$ cat config.mk
export PLATFORM = sky130hd
export DESIGN_NAME = abc_vector_sequencer
export DESIGN_NICKNAME = d
export VERILOG_FILES = /design/src/rtl/abc_vector_sequencer.sv
export SDC_FILE = /design/constraint.sdc
export NUM_CORES = 1
export LEC_CHECK = 0
export CORE_MARGIN = 1
export CORE_UTILIZATION = 27
export CTS_CLUSTER_SIZE = 30
export DETAILED_ROUTE_END_ITERATION = 16
export GPL_ROUTABILITY_DRIVEN = 1
export SYNTH_ARGS = -nofsm -noshare
export SYNTH_HDL_FRONTEND = slang
export SYNTH_SLANG_ARGS = --single-unit
export TNS_END_PERCENT = 1
$ cat constraint.sdc
create_clock -name clk -period 2.2 [get_ports clk]
set_input_delay 0.66 -clock clk [delete_from_list [all_inputs] [get_ports clk]]
set_output_delay 0.66 -clock clk [all_outputs]
set_load 0.05 [all_outputs]
$ cat src/rtl/abc_vector_sequencer.sv
// Clocked stimulus sweep for the three-input sample logic: drives {a,b,c} through a vector range,
// holds each vector for HOLD_CYCLES and packs the {d,e} responses into a 16-bit result word.
module abc_vector_sequencer #(
   parameter int unsigned HOLD_CYCLES = 10,
   parameter int unsigned FIRST_VEC   = 0,
   parameter int unsigned LAST_VEC    = 3
) (
   input  logic        clk,
   input  logic        rst,
   input  logic        start,
   input  logic        abort,
   output logic        a,
   output logic        b,
   output logic        c,
   input  logic        d_in,
   input  logic        e_in,
   output logic        busy,
   output logic        done,
   output logic [2:0]  vec_idx,
   output logic [15:0] resp,
   output logic        resp_valid
);

   typedef enum logic [1:0] {StIdle, StDrive, StDone} state_e;

   localparam logic [7:0] HoldLoad = 8'(HOLD_CYCLES - 1);
   localparam logic [2:0] FirstIdx = 3'(FIRST_VEC);
   localparam logic [2:0] LastIdx  = 3'(LAST_VEC);

   state_e     state_q;
   logic [7:0] hold_cnt_q;

   always_ff @(posedge clk) begin
      if (rst) begin
         state_q    <= StIdle;
         hold_cnt_q <= '0;
         {a, b, c}  <= '0;
         busy       <= 1'b0;
         done       <= 1'b0;
         vec_idx    <= '0;
         resp       <= '0;
         resp_valid <= 1'b0;
      end else begin
         done <= 1'b0;
         unique case (state_q)
            StIdle: begin
               if (start) begin
                  resp       <= '0;
                  resp_valid <= 1'b0;
                  vec_idx    <= FirstIdx;
                  {a, b, c}  <= FirstIdx;
                  hold_cnt_q <= HoldLoad;
                  busy       <= 1'b1;
                  state_q    <= StDrive;
               end
            end
            StDrive: begin
               // abort takes priority over a capture landing on the same edge
               if (abort) begin
                  state_q    <= StIdle;
                  busy       <= 1'b0;
                  {a, b, c}  <= '0;
                  vec_idx    <= '0;
                  hold_cnt_q <= '0;
               end else if (hold_cnt_q == 8'd0) begin
                  resp[{vec_idx, 1'b0} +: 2] <= {d_in, e_in};
                  if (vec_idx == LastIdx) begin
                     state_q    <= StDone;
                     busy       <= 1'b0;
                     done       <= 1'b1;
                     resp_valid <= 1'b1;
                     {a, b, c}  <= '0;
                  end else begin
                     vec_idx    <= vec_idx + 3'd1;
                     {a, b, c}  <= vec_idx + 3'd1;
                     hold_cnt_q <= HoldLoad;
                  end
               end else begin
                  hold_cnt_q <= hold_cnt_q - 8'd1;
               end
            end
            StDone: begin
               state_q <= StIdle;
            end
            default: begin
               state_q <= StIdle;
            end
         endcase
      end
   end

endmodule
==> results_tabular.tex <==
\begin{tabular}{lr}
\hline
Metric & Value \\
\hline
\multicolumn{2}{l}{\textbf{Critical path}} \\
\quad Buffering stage count on the worst path with inverters included & 1 \\
\quad Highest cell delay on the worst timing path & around 0.81 ns \\
\quad Setup slack on the worst flop-to-flop path & $\sim$0.11 ns \\
\quad Launching element type of the critical path & flip-flop \\
\quad Slowest stage cell on the critical path & sky130\_fd\_sc\_hd\_\_clkdlybuf4s50\_1 \\
\quad Destination of the worst register-to-register timing path & resp[15]\$\_SDFFE\_PP0P\_ \\
\quad Start point of the critical path & resp[14]\$\_SDFFE\_PP0P\_ \\
\quad Register-to-Register Path Depth & 8 \\
\quad Endpoint type of the worst setup path & primary output \\
\quad Family with the most delay on the worst path & buffers and inverters \\
\quad Critical Path AT & 1.45 ns \\
\quad Stages on worst setup path & 1 \\
\quad Data required time of the worst path & 1.54 ns \\
\quad Critical register-to-register path startpoint & hold\_cnt\_q[1]\$\_SDFFE\_PP0P\_ \\
\quad Crit path capture & resp[14] \\
\quad Category of the critical setup timing path & reg -> out \\
\quad Highest net fanout along the worst path & 2 \\
\quad Ordered list of cells on the worst path & clkdlybuf4s50\_1 \\
\multicolumn{2}{l}{\textbf{Clock network}} \\
\quad Num CTS Buffers & 5 \\
\quad Clock latency of the later-clocked register in the worst-skew pair & a little under 0.3 ns \\
\quad Clock edge transition at the registers on the reported setup and hold paths & $\sim$0.070 ns \\
\quad TritonCTS clock tree & done \\
\quad Cell at the root of the clock tree & sky130\_fd\_sc\_hd\_\_clkbuf\_8 \\
\quad H-Tree Level Count & 2 \\
\quad Maximum number of buffers from clock root to sink & 2 \\
\quad Resized cells post-CTS & 0 \\
\quad Hold buffer count at cts & 0 \\
\quad Post-CTS setup repair buffer count & 0 \\
\quad Number of sinks on the clock net & 35 \\
\multicolumn{2}{l}{\textbf{Power}} \\
\quad Design Power & around 1500 µW \\
\quad Part of the power in combinational logic & between 20\% and 30\% \\
\quad Power density relative to cell area & approximately 620 mW/mm² \\
\quad Max rail drop VDD & 0.2878 mV \\
\quad Clock share of power & 31.8\% \\
\quad Leakage Power & roughly 0.0009 µW \\
\quad NetSw & 441.0 µW \\
\quad Share of total power consumed by net switching & 29.52\% \\
\quad Sequential power share & 45.1\% \\
\quad Internal power consumption & 1053 µW \\
\multicolumn{2}{l}{\textbf{Route}} \\
\quad Pre-antenna DRT Iters & 4 \\
\quad Drt drc & 0 \\
\quad Post-detailed-route via-to-cell ratio & between 4 and 5 \\
\quad Iter 0 DRT Violations & 68 \\
\quad Via count & between 1500 and 2000 \\
\quad Total length of routed wires & about 4400 µm \\
\quad Number of nets with antenna violations after routing & 0 \\
\quad Average wire per standard cell & 13.46 µm \\
\multicolumn{2}{l}{\textbf{Placement}} \\
\quad Placed cell areas & between 0.002 and 0.0025 mm² \\
\quad Detailed placement HPWL & about 3400 µm \\
\quad GPL Wtd Cong & $\sim$0.79 \\
\quad Count of input and output buffers & 30 \\
\quad Pre-CTS worst setup slack & -0.1894 ns \\
\multicolumn{2}{l}{\textbf{Global route}} \\
\quad Total routing usage reported by global routing & roughly 14\% \\
\quad Leftover overflow at the end of global routing & 0 \\
\quad Antenna violations before repair & 0 \\
\quad First-pass GRT wire length & between 7000 and 8000 µm \\
\quad Pin count of the biggest net entering global routing & 13 \\
\quad Number of global-route vias before repair & about 1500 \\
\multicolumn{2}{l}{\textbf{Timing}} \\
\quad Finish-stage setup viols & 0 \\
\quad Worst setup margin & 0.09294 ns \\
\quad Unrepaired setup endpoints after global routing & yes \\
\quad Setup Skew & about 0.0067 ns \\
\quad Max-slew violation count & 0 \\
\quad Tightest slew margin relative to the limit & $\sim$64\% \\
\quad Maximum clock frequency & around 470 MHz \\
\quad Final hold viol count & 0 \\
\quad Portion of the clock cycle consumed by the worst path in the final layout & 95.78\% \\
\quad Final min period & $\sim$2.1 ns \\
\quad Actual transition at the worst max-transition pin & $\sim$0.54 ns \\
\multicolumn{2}{l}{\textbf{Finish}} \\
\quad Fraction of final layout cells sized beyond drive strength 1 & between 10\% and 20\% \\
\quad Final standard cell area without fillers & approximately 0.0024 mm² \\
\quad Area Overhead vs Synth & 36.39\% \\
\quad Net count reported at finish & 266 \\
\quad Inserted Diodes & 0 \\
\multicolumn{2}{l}{\textbf{Flow run}} \\
\quad Max Cap Violations & 0 \\
\multicolumn{2}{l}{\textbf{Yosys}} \\
\quad Synth Register Bits & 35 \\
\quad Count of synthesis-stage warnings from yosys & 0 \\
\quad Portion of synthesized cell area occupied by the leading cell type & 39.80\% \\
\quad Post-synthesis cell count & 201 \\
\quad Post-Synthesis Cell Area & between 0.0015 and 0.002 mm² \\
\quad Top FF cell, synth & sky130\_fd\_sc\_hd\_\_dfxtp\_1 \\
\quad Count of flip-flops with a built-in enable after synthesis & 0 \\
\quad Part of the Yosys area used for sequential elements & around 40\% \\
\quad Largest area contributor in the synthesized netlist & sky130\_fd\_sc\_hd\_\_dfxtp\_1 \\
\quad Number of distinct standard cells referenced by the synthesized netlist & 46 \\
\quad Async set-or-reset flop fraction in the synthesized netlist & 0\% \\
\quad Most frequent cells after synthesis & 35 x sky130\_fd\_sc\_hd\_\_dfxtp\_1, 21 x sky130\_fd\_sc\_hd\_\_nor2\_1, 14 x sky130\_fd\_sc\_hd\_\_o21ai\_0 \\
\quad Leading cell type by number of instances after synthesis & sky130\_fd\_sc\_hd\_\_dfxtp\_1 \\
\quad Post-synth net total & $\sim$220 \\
\quad Largest cells by area after synthesis & sky130\_fd\_sc\_hd\_\_dfxtp\_1 40\%, sky130\_fd\_sc\_hd\_\_ha\_1 5.7\%, sky130\_fd\_sc\_hd\_\_nor2\_1 4.5\% \\
\quad Mapped Avg Cell Area & around 8.8 µm² \\
\multicolumn{2}{l}{\textbf{Floorplanning}} \\
\quad Core region area & 0.006314 mm² \\
\quad Ports & 31 \\
\quad Die Span Y & roughly 83 µm \\
\quad Chip width & roughly 83 µm \\
\quad Die Footprint & 0.006847 mm² \\
\quad Std cell rows & 29 \\
\quad Initial standard-cell utilization of the core & 27.88\% \\
\multicolumn{2}{l}{\textbf{Outcome}} \\
\quad Result of the run & finished clean \\
\multicolumn{2}{l}{\textbf{Worst hold path}} \\
\quad Class of the tightest hold or removal check & reg -> reg \\
\quad Count of cells along the worst hold path & 1 \\
\hline
\end{tabular}
==> metrics by stage <==
step                      setup TNS, ns  std cells  hold WS (ns)  util, %
after floorplan                       0        201        0.4802        -
after global placement           -1.010        322        0.4498    36.29
after detailed placement         -1.212        322        0.4658    36.29
after CTS                             0        329        0.4755    37.67
after global routing           -0.01353        329        0.4968    38.03
final                                 0        329        0.4711    38.03
==> layout make-up <==
class / count / area [µm²]
clock buffers: 6 / 82.58
clock inverters: 1 / 5.005
fillers: 671 / 3913
inverters: 8 / 30.03
multi-input cells: 150 / 1021
flip-flops and latches: 35 / 706.9
well taps: 77 / 96.34
repair buffers: 52 / 459.2
==> registers in the layout, summed over array words and instances, names as in the netlist <==
signal	cells
resp	16
hold_cnt_q	8
vec_idx	3
state_q	2
a	1
b	1
busy	1
c	1
done	1
resp_valid	1
==> logic make-up (layout without fill, tap and decap cells) <==
kind of cell    Yosys count  count (layout)  share of synthesized area, %
compound gates           45              45                         16.13
mux                       3               3                         1.706
fa+ha+maj                 8               8                         5.686
simple gates             89              89                         30.21
xor+xnor                  5               5                         2.487
buf+inv                  16              67                         3.980
flops                    35              35                         39.80
==> layout by cell type, fill, tap and decap left out, drive strengths merged, types with 7 or more instances in the layout <==
| cell | count |
|---|---|
| dfxtp | 35 |
| clkdlybuf4s50 | 26 |
| buf | 26 |
| nor2 | 22 |
| o21ai | 16 |
| nand2b | 10 |
| nand3b | 10 |
| nand2 | 10 |
| nand3 | 9 |
| inv | 8 |
| a21oi | 8 |
| ha | 8 |
| nor3 | 7 |
==> power by group through the flow <==
stage          Combinational (µW)  Sequential, µW  Clock (µW)
6_report                      345             673         475
5_1_grt                       375             677         529
4_1_cts                       333             673         487
3_5_place_dp                  331             687           0
3_3_place_gp                  330             687           0
2_1_floorplan                 201             703           0
==> how the worst min path moves through the flow <==
stage                          startpoint                          to
2_1_floorplan  hold_cnt_q[3]$_SDFFE_PP0P_  hold_cnt_q[3]$_SDFFE_PP0P_
6_report          resp_valid$_SDFFE_PP0P_     resp_valid$_SDFFE_PP0P_
5_1_grt           resp_valid$_SDFFE_PP0P_     resp_valid$_SDFFE_PP0P_
3_3_place_gp      resp_valid$_SDFFE_PP0P_     resp_valid$_SDFFE_PP0P_
4_1_cts             resp[15]$_SDFFE_PP0P_       resp[15]$_SDFFE_PP0P_
3_5_place_dp        resp[15]$_SDFFE_PP0P_       resp[15]$_SDFFE_PP0P_
==> metal layers <==
| layer | GRT usage (%) | vias up | routed length [µm] |
|---|---|---|---|
| met2 | 22.87 | 25 | 2067 |
| met4 | 6.724 | 0 | 79 |
| met3 | 3.846 | 10 | 183 |
| met5 | 0 | - | 0 |
| li1 | - | 826 | - |
| met1 | 17.47 | 754 | 2099 |
No activity file was read; power rests on OpenSTA's default activity.
